===== config.mk =====
export PLATFORM = sky130hd
export DESIGN_NAME = sram_bist_sequencer
export DESIGN_NICKNAME = d
export VERILOG_FILES = /design/src/rtl/sram_bist_sequencer.sv
export SDC_FILE = /design/constraint.sdc
export NUM_CORES = 1
export LEC_CHECK = 0
export ABC_AREA = 1
export CAP_MARGIN = 20
export CORE_AREA = 2 2 92 94
export DETAILED_ROUTE_END_ITERATION = 6
export DIE_AREA = 0 0 94 96
export PLACE_DENSITY = 0.73
export SLEW_MARGIN = 20
export SYNTH_ARGS = -nofsm -noshare
export SYNTH_HDL_FRONTEND = slang
export SYNTH_SLANG_ARGS = --single-unit

===== constraint.sdc =====
create_clock -name Clock -period 2.5 [get_ports Clock]
set_clock_uncertainty 0.1 [all_clocks]
set_input_delay 0.25 -clock Clock [delete_from_list [all_inputs] [get_ports Clock]]
set_output_delay 0.25 -clock Clock [all_outputs]
set_load 0.05 [all_outputs]

===== src/rtl/sram_bist_sequencer.sv =====
// Session sequencer for an external SRAM BIST engine: runs N passes, counts
// failures, guards each handshake phase with a watchdog, and muxes the SRAM bus.
module sram_bist_sequencer (
    input  logic        Clock,
    input  logic        Resetn,
    input  logic        run_request,
    input  logic [3:0]  num_runs,
    input  logic [17:0] user_address,
    input  logic [15:0] user_write_data,
    input  logic        user_we_n,
    input  logic [17:0] BIST_address,
    input  logic [15:0] BIST_write_data,
    input  logic        BIST_we_n,
    input  logic        BIST_finish,
    input  logic        BIST_mismatch,
    output logic        BIST_start,
    output logic [17:0] SRAM_address,
    output logic [15:0] SRAM_write_data,
    output logic        SRAM_we_n,
    output logic        busy,
    output logic        done,
    output logic        pass,
    output logic        timeout,
    output logic [3:0]  run_count,
    output logic [3:0]  fail_count
);

    localparam logic [1:0] S_IDLE      = 2'd0;
    localparam logic [1:0] S_WAIT_LOW  = 2'd1;
    localparam logic [1:0] S_WAIT_HIGH = 2'd2;
    localparam logic [1:0] S_DONE      = 2'd3;

    localparam logic SEL_USER = 1'b0;
    localparam logic SEL_BIST = 1'b1;

    localparam logic [19:0] WD_LOW_LIMIT  = 20'd8;
    localparam logic [19:0] WD_HIGH_LIMIT = 20'hFFFFF;

    logic        run_request_buf;
    logic        session_start;
    logic        bus_sel;
    logic [1:0]  state;
    logic [19:0] watchdog;
    logic [3:0]  runs_target;

    logic [19:0] watchdog_inc;
    logic [3:0]  run_count_inc;
    logic [3:0]  fail_count_upd;

    assign session_start  = run_request & ~run_request_buf;
    assign watchdog_inc   = watchdog + 20'd1;
    assign run_count_inc  = run_count + 4'd1;
    assign fail_count_upd = (BIST_mismatch && (fail_count != 4'hF)) ? fail_count + 4'd1
                                                                    : fail_count;

    // bus_sel resets asynchronously, so the SRAM bus falls back to user inputs at once
    assign SRAM_address    = (bus_sel == SEL_BIST) ? BIST_address    : user_address;
    assign SRAM_write_data = (bus_sel == SEL_BIST) ? BIST_write_data : user_write_data;
    assign SRAM_we_n       = (bus_sel == SEL_BIST) ? BIST_we_n       : user_we_n;

    always_ff @(posedge Clock or negedge Resetn) begin
        if (!Resetn) begin
            run_request_buf <= 1'b0;
            state           <= S_IDLE;
            watchdog        <= '0;
            runs_target     <= '0;
            bus_sel         <= SEL_USER;
            BIST_start      <= 1'b0;
            busy            <= 1'b0;
            done            <= 1'b0;
            pass            <= 1'b0;
            timeout         <= 1'b0;
            run_count       <= '0;
            fail_count      <= '0;
        end else begin
            run_request_buf <= run_request;
            case (state)
                S_IDLE, S_DONE: begin
                    if (session_start) begin
                        run_count   <= '0;
                        fail_count  <= '0;
                        done        <= 1'b0;
                        pass        <= 1'b0;
                        timeout     <= 1'b0;
                        runs_target <= (num_runs == 4'd0) ? 4'd1 : num_runs;
                        busy        <= 1'b1;
                        bus_sel     <= SEL_BIST;
                        BIST_start  <= 1'b1;
                        watchdog    <= '0;
                        state       <= S_WAIT_LOW;
                    end else begin
                        state <= S_IDLE;
                    end
                end
                S_WAIT_LOW: begin
                    BIST_start <= 1'b0;
                    if (!BIST_finish) begin
                        watchdog <= '0;
                        state    <= S_WAIT_HIGH;
                    end else if (watchdog_inc == WD_LOW_LIMIT) begin
                        timeout <= 1'b1;
                        busy    <= 1'b0;
                        done    <= 1'b1;
                        pass    <= 1'b0;
                        bus_sel <= SEL_USER;
                        state   <= S_DONE;
                    end else begin
                        watchdog <= watchdog_inc;
                    end
                end
                S_WAIT_HIGH: begin
                    if (BIST_finish) begin
                        run_count  <= run_count_inc;
                        fail_count <= fail_count_upd;
                        watchdog   <= '0;
                        if (run_count_inc == runs_target) begin
                            busy    <= 1'b0;
                            done    <= 1'b1;
                            pass    <= (fail_count_upd == 4'd0);
                            bus_sel <= SEL_USER;
                            state   <= S_DONE;
                        end else begin
                            BIST_start <= 1'b1;
                            state      <= S_WAIT_LOW;
                        end
                    end else if (watchdog_inc == WD_HIGH_LIMIT) begin
                        timeout <= 1'b1;
                        busy    <= 1'b0;
                        done    <= 1'b1;
                        pass    <= 1'b0;
                        bus_sel <= SEL_USER;
                        state   <= S_DONE;
                    end else begin
                        watchdog <= watchdog_inc;
                    end
                end
                default: state <= S_IDLE;
            endcase
        end
    end

endmodule


==> impl_metrics.tcl, run 1 <==
set metrics [dict create \
    ys_seq_area_share_pct 32.1 \
    cts_tree "done" \
    clk_pin_slew_ps 90 \
    cp_data_required_time_ps 2580 \
    vdd_ir_drop_max_v 0.000632 \
    synth.most_common_cell "nand2_1" \
    final_area_um2 4900 \
    r2r-start "watchdog[0]" \
    min_period_ps 2300 \
    powerDensity_nw_per_um2 908 \
    start_util_pct 38.7 \
    synth.cell_area_um2 3110 \
    clockBufferDepth 2 \
    antenna_found_initial 1 \
    grt_max_degree 41 \
    finalCritPeriodShare_pct 92.0 \
    synth_common_cells "144 x nand2_1, 49 x inv_1, 40 x dfrtp_1" \
    die_w_um 94 \
    slew_viol_final 0 \
    die_h_um 96 \
    cap_violations 0 \
    setup.worst_path.start_class "flip-flop" \
    worst_slack_ps 199 \
    dp.cells 656 \
    track_usage_pct 20.4 \
    pre_cts_ws_ps 65.7 \
    placed_cell_area_um2 4680 \
    grt-ovfl-total 0 \
    synthTopCellsByArea "dfrtp_1 32%, nand2_1 17%, mux2_2 13%" \
    hold_class "primary input to async pin" \
    synth-edff-count 0 \
    ios 127 \
    hpwl_um 7650 \
    h-tree-depth 2 \
    finalPower_mw 4.45 \
    core_um2 8050 \
    ys_warn_count 0 \
    cts_root_buf "clkbuf_8" \
    synth_ff_type "dfrtp_1" \
    max_freq_mhz 435 \
    worst_ep_arrival_time_ps 2380 \
    whs_ps -34.1 \
    firstDrtPassIters 5 \
    violations "hold timing" \
    rrSetupSlack_ps 200 \
    ant_nets 0 \
    nets 650 \
    worstSkewPairLatency_ps 300 \
    worst-slew-pin-transition_ps 886 \
    synth.avg_cell_area_um2 7.21 \
    relSlewSlack_pct 40.9 \
    status "complete, but fails checks" \
    place.gp.congestion 0.881 \
    rows 33 \
    critPathKind "flip-flop to flip-flop" \
    synth_top_area_cell "dfrtp_1" \
    grt_pass1_wl_um 14400 \
    io_buffer_count 126 \
    power_leakage_nw 2.13 \
    wl_per_cell_um 14.6 \
    synth_nets 517 \
    numClockSinks 40 \
    synthArstFlopShare_pct 100 \
    end_kind "flip-flop" \
    stdcell_count 672 \
    syn_to_final_growth_pct 57.5 \
    multi_input_area_um2 1880 \
    drive_gt1_share_pct 20.8 \
    fillCellCount 699 \
    final_util_pct 60.9 \
    numCtsBuffers 5 \
    synth-seq-cells 40 \
    startpoint "watchdog[0]" \
    first_global_vias 3042 \
    drt_wl_total_um 9810 \
    yosysTopAreaCellShare_pct 32.1 \
    crit_fanout 20 \
    drc_errors 0 \
    viasPerCell 4.98 \
    setup_viol 0 \
    yosysUniqueCellTypes 29 \
    dieArea_um2 9020 \
    vias 3348 \
    hold_buffers 0 \
    syn-instance-count 432 \
    ff_latch_area_um2 1010 \
    finalHoldViolCount 40 \
    initialDrtViolationCount 229 \
]
worst max-delay path: stages, from the launching register on:
cell	delay (ps)
dfrtp_2	420
ha_4	160
nand2_2	100
nor2_4	210
nand3_2	120
nand2_1	100
nand2_1	70
nor2_1	100
nand3_1	100
nor2_2	120
nand4_1	110
nand3_2	170
clkbuf_16	210
o21ai_0	90
registers in the layout (all words and copies together) (netlist names), 2 cells and up:
register / flops
run_count: 4
fail_count: 4
watchdog: 20
state: 2
runs_target: 4
per-layer routing:
metal	global-route usage (%)	up-vias	routed length, um
li1	-	1679	-
met1	23.4	1518	3740
met2	37.7	137	5070
met3	3.99	14	796
met4	7.13	0	210
met5	0	-	0
placed cells by master (no fill, tap or decap), types with 2 or more instances in the layout:
cell and instances:
clkdlybuf4s50_1 89, inv_1 49, nand3_2 2, mux2_2 35, o21bai_1 2, o21ai_0 31
a31oi_1 2, nor2_1 24, clkbuf_8 5, nand2_2 3, dfrtp_2 7, xor2_1 7
xnor2_1 2, buf_12 26, ha_1 5, nor2_2 4, nand2_1 143, dfrtp_1 33
nand3_1 32, nor3_1 3, o22ai_1 2, a21oi_1 4, nor2_4 5, a22o_1 2
o21ai_2 4, buf_4 19, o21ai_1 3, nand4_1 13
worst paths after layout:
check | to | cells after the start
max | watchdog[0] | 13
min | watchdog[3] | 1
max reg2reg | watchdog[0] | 13
min reg2reg | timeout | 2
max in group asynchronous | watchdog[0] | 1
min in group Clock | run_request_buf | 1
report_power, final:
part	switching (mW)	total, mW	internal [mW]	leakage (nW)
clock	0.252	0.553	0.301	0.0548
combinational	1.76	3.05	1.28	1.55
sequential	0.0920	0.850	0.758	0.528
total	2.11	4.45	2.34	2.13
kinds of logic after synthesis:
| group | synth area share [%] |
|---|---|
| adder cells (fa/ha/maj) | 2.41 |
| buffers and inverters | 8.32 |
| multiplexers | 12.7 |
| flip-flops | 32.1 |
| XOR/XNOR | 2.53 |
| AO/OA/AOI/OAI | 9.84 |
| AND/OR/NAND/NOR | 32.1 |
per-stage QoR:
step | hold slack [ps] | TNS (ps)
4_1_cts | 0.804 | 0
2_1_floorplan | -146 | 0
3_5_place_dp | 331 | 0
3_3_place_gp | 307 | 0
5_1_grt | 48.4 | -31.3
6_report | -34.1 | 0
final cells by class:
type	count	share of cell area [%]
clock inverter	3	0.944
antenna	1	0.0510
inverter	49	3.75
sequential	40	20.6
timing repair buffer	136	32.3
tap	105	2.68
multi-input combinational	333	38.3
clock buffer	5	1.40
what timing repair did:
item / CTS / global route
endpoints found under the setup margin: 0 / 26
setup buffers: 0 / 6
gates resized for setup: 0 / 13
Power figures use the tool's default switching activity.
==> run 2: changes to the inputs <==
--- a/constraint.sdc
+++ b/constraint.sdc
@@ -3,3 +3,3 @@
 set_input_delay 0.25 -clock Clock [delete_from_list [all_inputs] [get_ports Clock]]
 set_output_delay 0.25 -clock Clock [all_outputs]
-set_load 0.05 [all_outputs]
+set_load 0.02 [all_outputs]
==> run 2 against run 1 <==
Compared with the run above: the run still ends with hold timing left; critical path depth grew 1; setup slack lost 120 ps; sequential share of layout area grew 0.72 points; cell area shrank 3.7%; total power shrank 19%; clock-buffer cell count is the same; die area is the same; clock power shrank 3%; first-iteration DRC count shrank 10%; largest power group unchanged; non-clock buffer count grew 4; via count grew 0.75%.
==> impl_metrics.tcl, run 2 (same netlist as run 1, synthesis figures left out) <==
set metrics [dict create \
    status "complete, but fails checks" \
    violations "hold timing" \
    critPathKind "flip-flop to flip-flop" \
    drt_wl_total_um 9920 \
    drc_errors 0 \
    ant_nets 0 \
    worstSkewPairLatency_ps 300 \
    end_kind "flip-flop" \
    cap_violations 0 \
    power_leakage_nw 2.02 \
    slew_viol_final 0 \
    viasPerCell 5.00 \
    hpwl_um 7720 \
    worst_ep_arrival_time_ps 2500 \
    crit_buf_inv 2 \
    die_w_um 94 \
    clockBufferDepth 2 \
    crit_chain "buf_4 > ha_4 > nand2_2 > nor2_4 > nand3_2 > nand2_1 > nand2_1 > nor2_1 > nand3_1 > nor2_2 > nand4_1 > nand3_2 > clkbuf_16 > o21ai_0" \
    cpMaxStageDelayCell "dfrtp_1" \
    clk_pin_slew_ps 90 \
    setup.worst_path.start_class "flip-flop" \
    fillCellCount 759 \
    nets 654 \
    finalHoldViolCount 20 \
    vias 3373 \
    powerDensity_nw_per_um2 768 \
    rows 33 \
    track_usage_pct 20.4 \
    grt_max_degree 41 \
    first_global_vias 2971 \
    core_um2 8050 \
    h-tree-depth 2 \
    final_area_um2 4720 \
    initialDrtViolationCount 206 \
    finalCritPeriodShare_pct 96.9 \
    crit_family "simple AND/OR/NAND/NOR gates" \
    gr-max-usage-layer "met2" \
    cp_data_required_time_ps 2570 \
    io_buffer_count 126 \
    relSlewSlack_pct 38.5 \
    hold_class "primary input to async pin" \
    ff_latch_area_um2 1010 \
    grt-ovfl-total 0 \
    numClockSinks 40 \
    multi_input_area_um2 1900 \
    die_h_um 96 \
    crit_fanout 20 \
    setup-tns-final_ps 0 \
    stdcell_count 675 \
    dieArea_um2 9020 \
    placed_cell_area_um2 4480 \
    vdd_ir_drop_max_v 0.000507 \
    final_common_cell "nand2_1" \
    drive_gt1_share_pct 14.9 \
    worst-slew-pin-transition_ps 922 \
    hold_buffers 0 \
    max_stage_delay_ps 360 \
    start_util_pct 38.7 \
    grt_use_met2_pct 38.2 \
    wl_per_cell_um 14.7 \
    cts_root_buf "clkbuf_8" \
    largest_reg_flops 20 \
    setup_viol 0 \
    firstDrtPassIters 4 \
    cts_tree "done" \
    rsz0062_at_grt "yes" \
    numCtsBuffers 5 \
    ios 127 \
    antenna_found_initial 0 \
    final_util_pct 58.6 \
    dp.cells 658 \
    min_period_ps 2420 \
    top_register "watchdog" \
    syn_to_final_growth_pct 51.6 \
    antenna_cells 0 \
    met3_usage_pct 3.84 \
    use_met1_pct 24.1 \
    place.gp.congestion 0.887 \
    max_freq_mhz 413 \
    most-common-layout-cells "144 x nand2_1, 125 x clkdlybuf4s50_1, 49 x inv_1" \
    whs_ps -24.9 \
    grt_pass1_wl_um 14500 \
]
==> run 2: metrics by stage <==
step,setup slack [ps],total power [mW]
global route,-55.4,3.87
floorplan,353,2.22
detailed placement,28.3,2.98
CTS,9.77,3.52
finish,78.1,3.62
global placement,107,2.95
==> run 2: what timing repair did <==
action | in CTS | in global routing
gates resized for setup | 0 | 15
setup endpoints to repair | 0 | 26
setup buffers | 0 | 8
==> run 2: worst paths after layout <==
kind / start / end / slack, ps / depth (start not counted)
worst max-delay path: watchdog[0] / watchdog[13] / 80 / 14
worst min register to register: timeout / timeout / 380 / 2
worst min-delay path: Resetn / watchdog[7] / -20 / 1
max in group asynchronous: Resetn / watchdog[1] / 1690 / 1
min in group Clock: run_request / run_request_buf / 380 / 1
worst max register to register: watchdog[0] / watchdog[13] / 80 / 14
==> run 2: metal layers <==
| metal | vias to the layer above | routed length (um) |
|---|---|---|
| met4 | 0 | 110 |
| met2 | 133 | 5050 |
| li1 | 1691 | - |
| met3 | 10 | 764 |
| met1 | 1539 | 4000 |
| met5 | - | 0 |
==> run 2: where the power goes <==
group	total (mW)	internal (mW)	switching, mW
combinational	2.25	1.05	1.20
clock	0.537	0.296	0.242
sequential	0.836	0.756	0.0798
total	3.62	2.10	1.52
==> run 2: area by class of cell <==
| cell class | count | area share (%) |
|---|---|---|
| multi-input cells | 333 | 40.2 |
| repair buffers | 140 | 29.5 |
| flip-flops and latches | 40 | 21.3 |
| inverters | 49 | 3.90 |
| well taps | 105 | 2.78 |
| clock buffers | 5 | 1.46 |
| clock inverters | 3 | 0.901 |
==> run 3: changes to the inputs <==
clock period = 3.06 ns   (was 2.5 ns; I/O delays follow)
==> run 3 against run 2 <==
Compared with the run above: the flow now finishes without violations; core utilization is 1.7 points lower; clock-buffer cell count stayed put; clock power decreased by 16%; wire length is 5.5% lower; combinational power down 26%; non-clock buffer count fell by 11; first-iteration DRC count down 22%; die area unchanged; global-route usage is 0.55 points lower; total power decreased by 22%; fmax is 7.5% lower; critical endpoint is now watchdog[10]; largest cell class unchanged; largest power group unchanged; highest routed layer unchanged.
==> impl_metrics.tcl, run 3 (same netlist as run 1, synthesis figures left out) <==
set metrics [dict create \
    worst_slack_ps 441 \
    dieArea_um2 9020 \
    finalCritPeriodShare_pct 85.6 \
    cts_tree "done" \
    first_global_vias 2903 \
    grt_pass1_wl_um 14300 \
    initialDrtViolationCount 160 \
    crit_fanout 40 \
    hpwl_um 7610 \
    relSlewSlack_pct 40.6 \
    min_period_ps 2620 \
    critPathCapture "watchdog[10]" \
    grt_use_met2_pct 36.6 \
    use_met1_pct 23.5 \
    drt_wl_total_um 9380 \
    setup_viol 0 \
    wl_per_cell_um 14.1 \
    cts_root_buf "clkbuf_8" \
    worstSkewPairLatency_ps 300 \
    rsz0062_at_grt "no" \
    pre_cts_ws_ps 490 \
    place.gp.congestion 0.856 \
    numCtsBuffers 5 \
    top_register "watchdog" \
    hold_class "primary input to async pin" \
    ios 127 \
    fillCellCount 775 \
    worst_ep_arrival_time_ps 2690 \
    power_leakage_nw 1.95 \
    slew_viol_final 0 \
    reg2reg_depth 13 \
    final_common_cell "nand2_1" \
    firstDrtPassIters 6 \
    clockBufferDepth 2 \
    end_kind "flip-flop" \
    powerDensity_nw_per_um2 620 \
    ant_nets 0 \
    startpoint "watchdog[0]" \
    vdd_ir_drop_max_v 0.000346 \
    rows 33 \
    nets 643 \
    ff_latch_area_um2 1000 \
    most-common-layout-cells "144 x nand2_1, 125 x clkdlybuf4s50_1, 49 x inv_1" \
    drive_gt1_share_pct 11.6 \
    core_um2 8050 \
    die_h_um 96 \
    status "finished clean" \
    die_w_um 94 \
    setup.worst_path.start_class "flip-flop" \
    critPathKind "flip-flop to flip-flop" \
    viasPerCell 4.96 \
    cts.repair.resized 0 \
    rr_endpoint "watchdog[10]" \
    syn_to_final_growth_pct 47.1 \
    clk_pin_slew_ps 90 \
    track_usage_pct 19.9 \
    cp_data_required_time_ps 3130 \
    finalHoldViolCount 0 \
    largest_reg_flops 20 \
    met3_usage_pct 4.23 \
    h-tree-depth 2 \
    worst-slew-pin-transition_ps 892 \
    drc_errors 0 \
    grt-ovfl-total 0 \
    gr-max-usage-layer "met2" \
    setup-tns-final_ps 0 \
    io_buffer_count 126 \
    cap_violations 0 \
    grt_max_degree 41 \
    post_cts_buffers 0 \
    start_util_pct 38.7 \
    antenna_found_initial 1 \
    rrSetupSlack_ps 440 \
    r2r-start "watchdog[0]" \
    max_freq_mhz 382 \
    hold_buffers 0 \
    multi_input_area_um2 1850 \
    vias 3300 \
    numClockSinks 40 \
]
run 3: worst min-delay path by stage:
stage / slack [ps] / to / depth (start not counted)
3_5_place_dp: 360 / timeout / 2
4_1_cts: 60 / watchdog[2] / 1
2_1_floorplan: -90 / BIST_start / 0
3_3_place_gp: 360 / done / 2
6_report: 20 / watchdog[6] / 1
5_1_grt: 110 / watchdog[6] / 1
run 3: per-layer routing:
metal / share of wire, % / routed length [um] / vias to the layer above
li1: - / - / 1667
met1: 40 / 3790 / 1488
met2: 50 / 4660 / 130
met3: 8.5 / 802 / 15
met4: 1.4 / 133 / 0
met5: 0 / 0 / -
run 3: where the power goes:
group | internal, mW | switching, mW | total, mW
combinational | 0.778 | 0.895 | 1.67
sequential | 0.617 | 0.0960 | 0.713
clock | 0.246 | 0.206 | 0.452
total | 1.64 | 1.20 | 2.84
run 3: stage by stage:
| step | cells | util, % | instance area (um2) | power, mW | hold WS [ps] |
|---|---|---|---|---|---|
| global placement | 656 | 55.4 | 4460 | 2.37 | 357 |
| global route | 665 | 56.9 | 4580 | 3.03 | 107 |
| finish | 665 | 56.9 | 4580 | 2.84 | 16.2 |
| detailed placement | 656 | 55.4 | 4460 | 2.40 | 361 |
| floorplan | 432 | - | 3110 | 1.81 | -89.6 |
| CTS | 664 | 56.9 | 4580 | 2.85 | 56.5 |
run 3: layout make-up:
| class | instances | area share [%] |
|---|---|---|
| Clock buffer | 5 | 1.50 |
| Multi-Input combinational cell | 333 | 40.5 |
| Timing Repair Buffer | 129 | 28.2 |
| Antenna cell | 1 | 0.0546 |
| Sequential cell | 40 | 21.9 |
| Clock inverter | 3 | 1.04 |
| Tap cell | 105 | 2.87 |
| Inverter | 49 | 4.02 |
run 3: worst max-delay path: stages, from the launching register on:
cell,delay (ps)
dfrtp_1,440
ha_1,260
nand2_2,100
nor2_2,250
nand2_1,160
inv_1,90
nand3_1,70
nand2_1,90
nand2_1,60
nor2_1,160
nand4_1,130
nand3_2,90
buf_4,330
o21ai_0,130
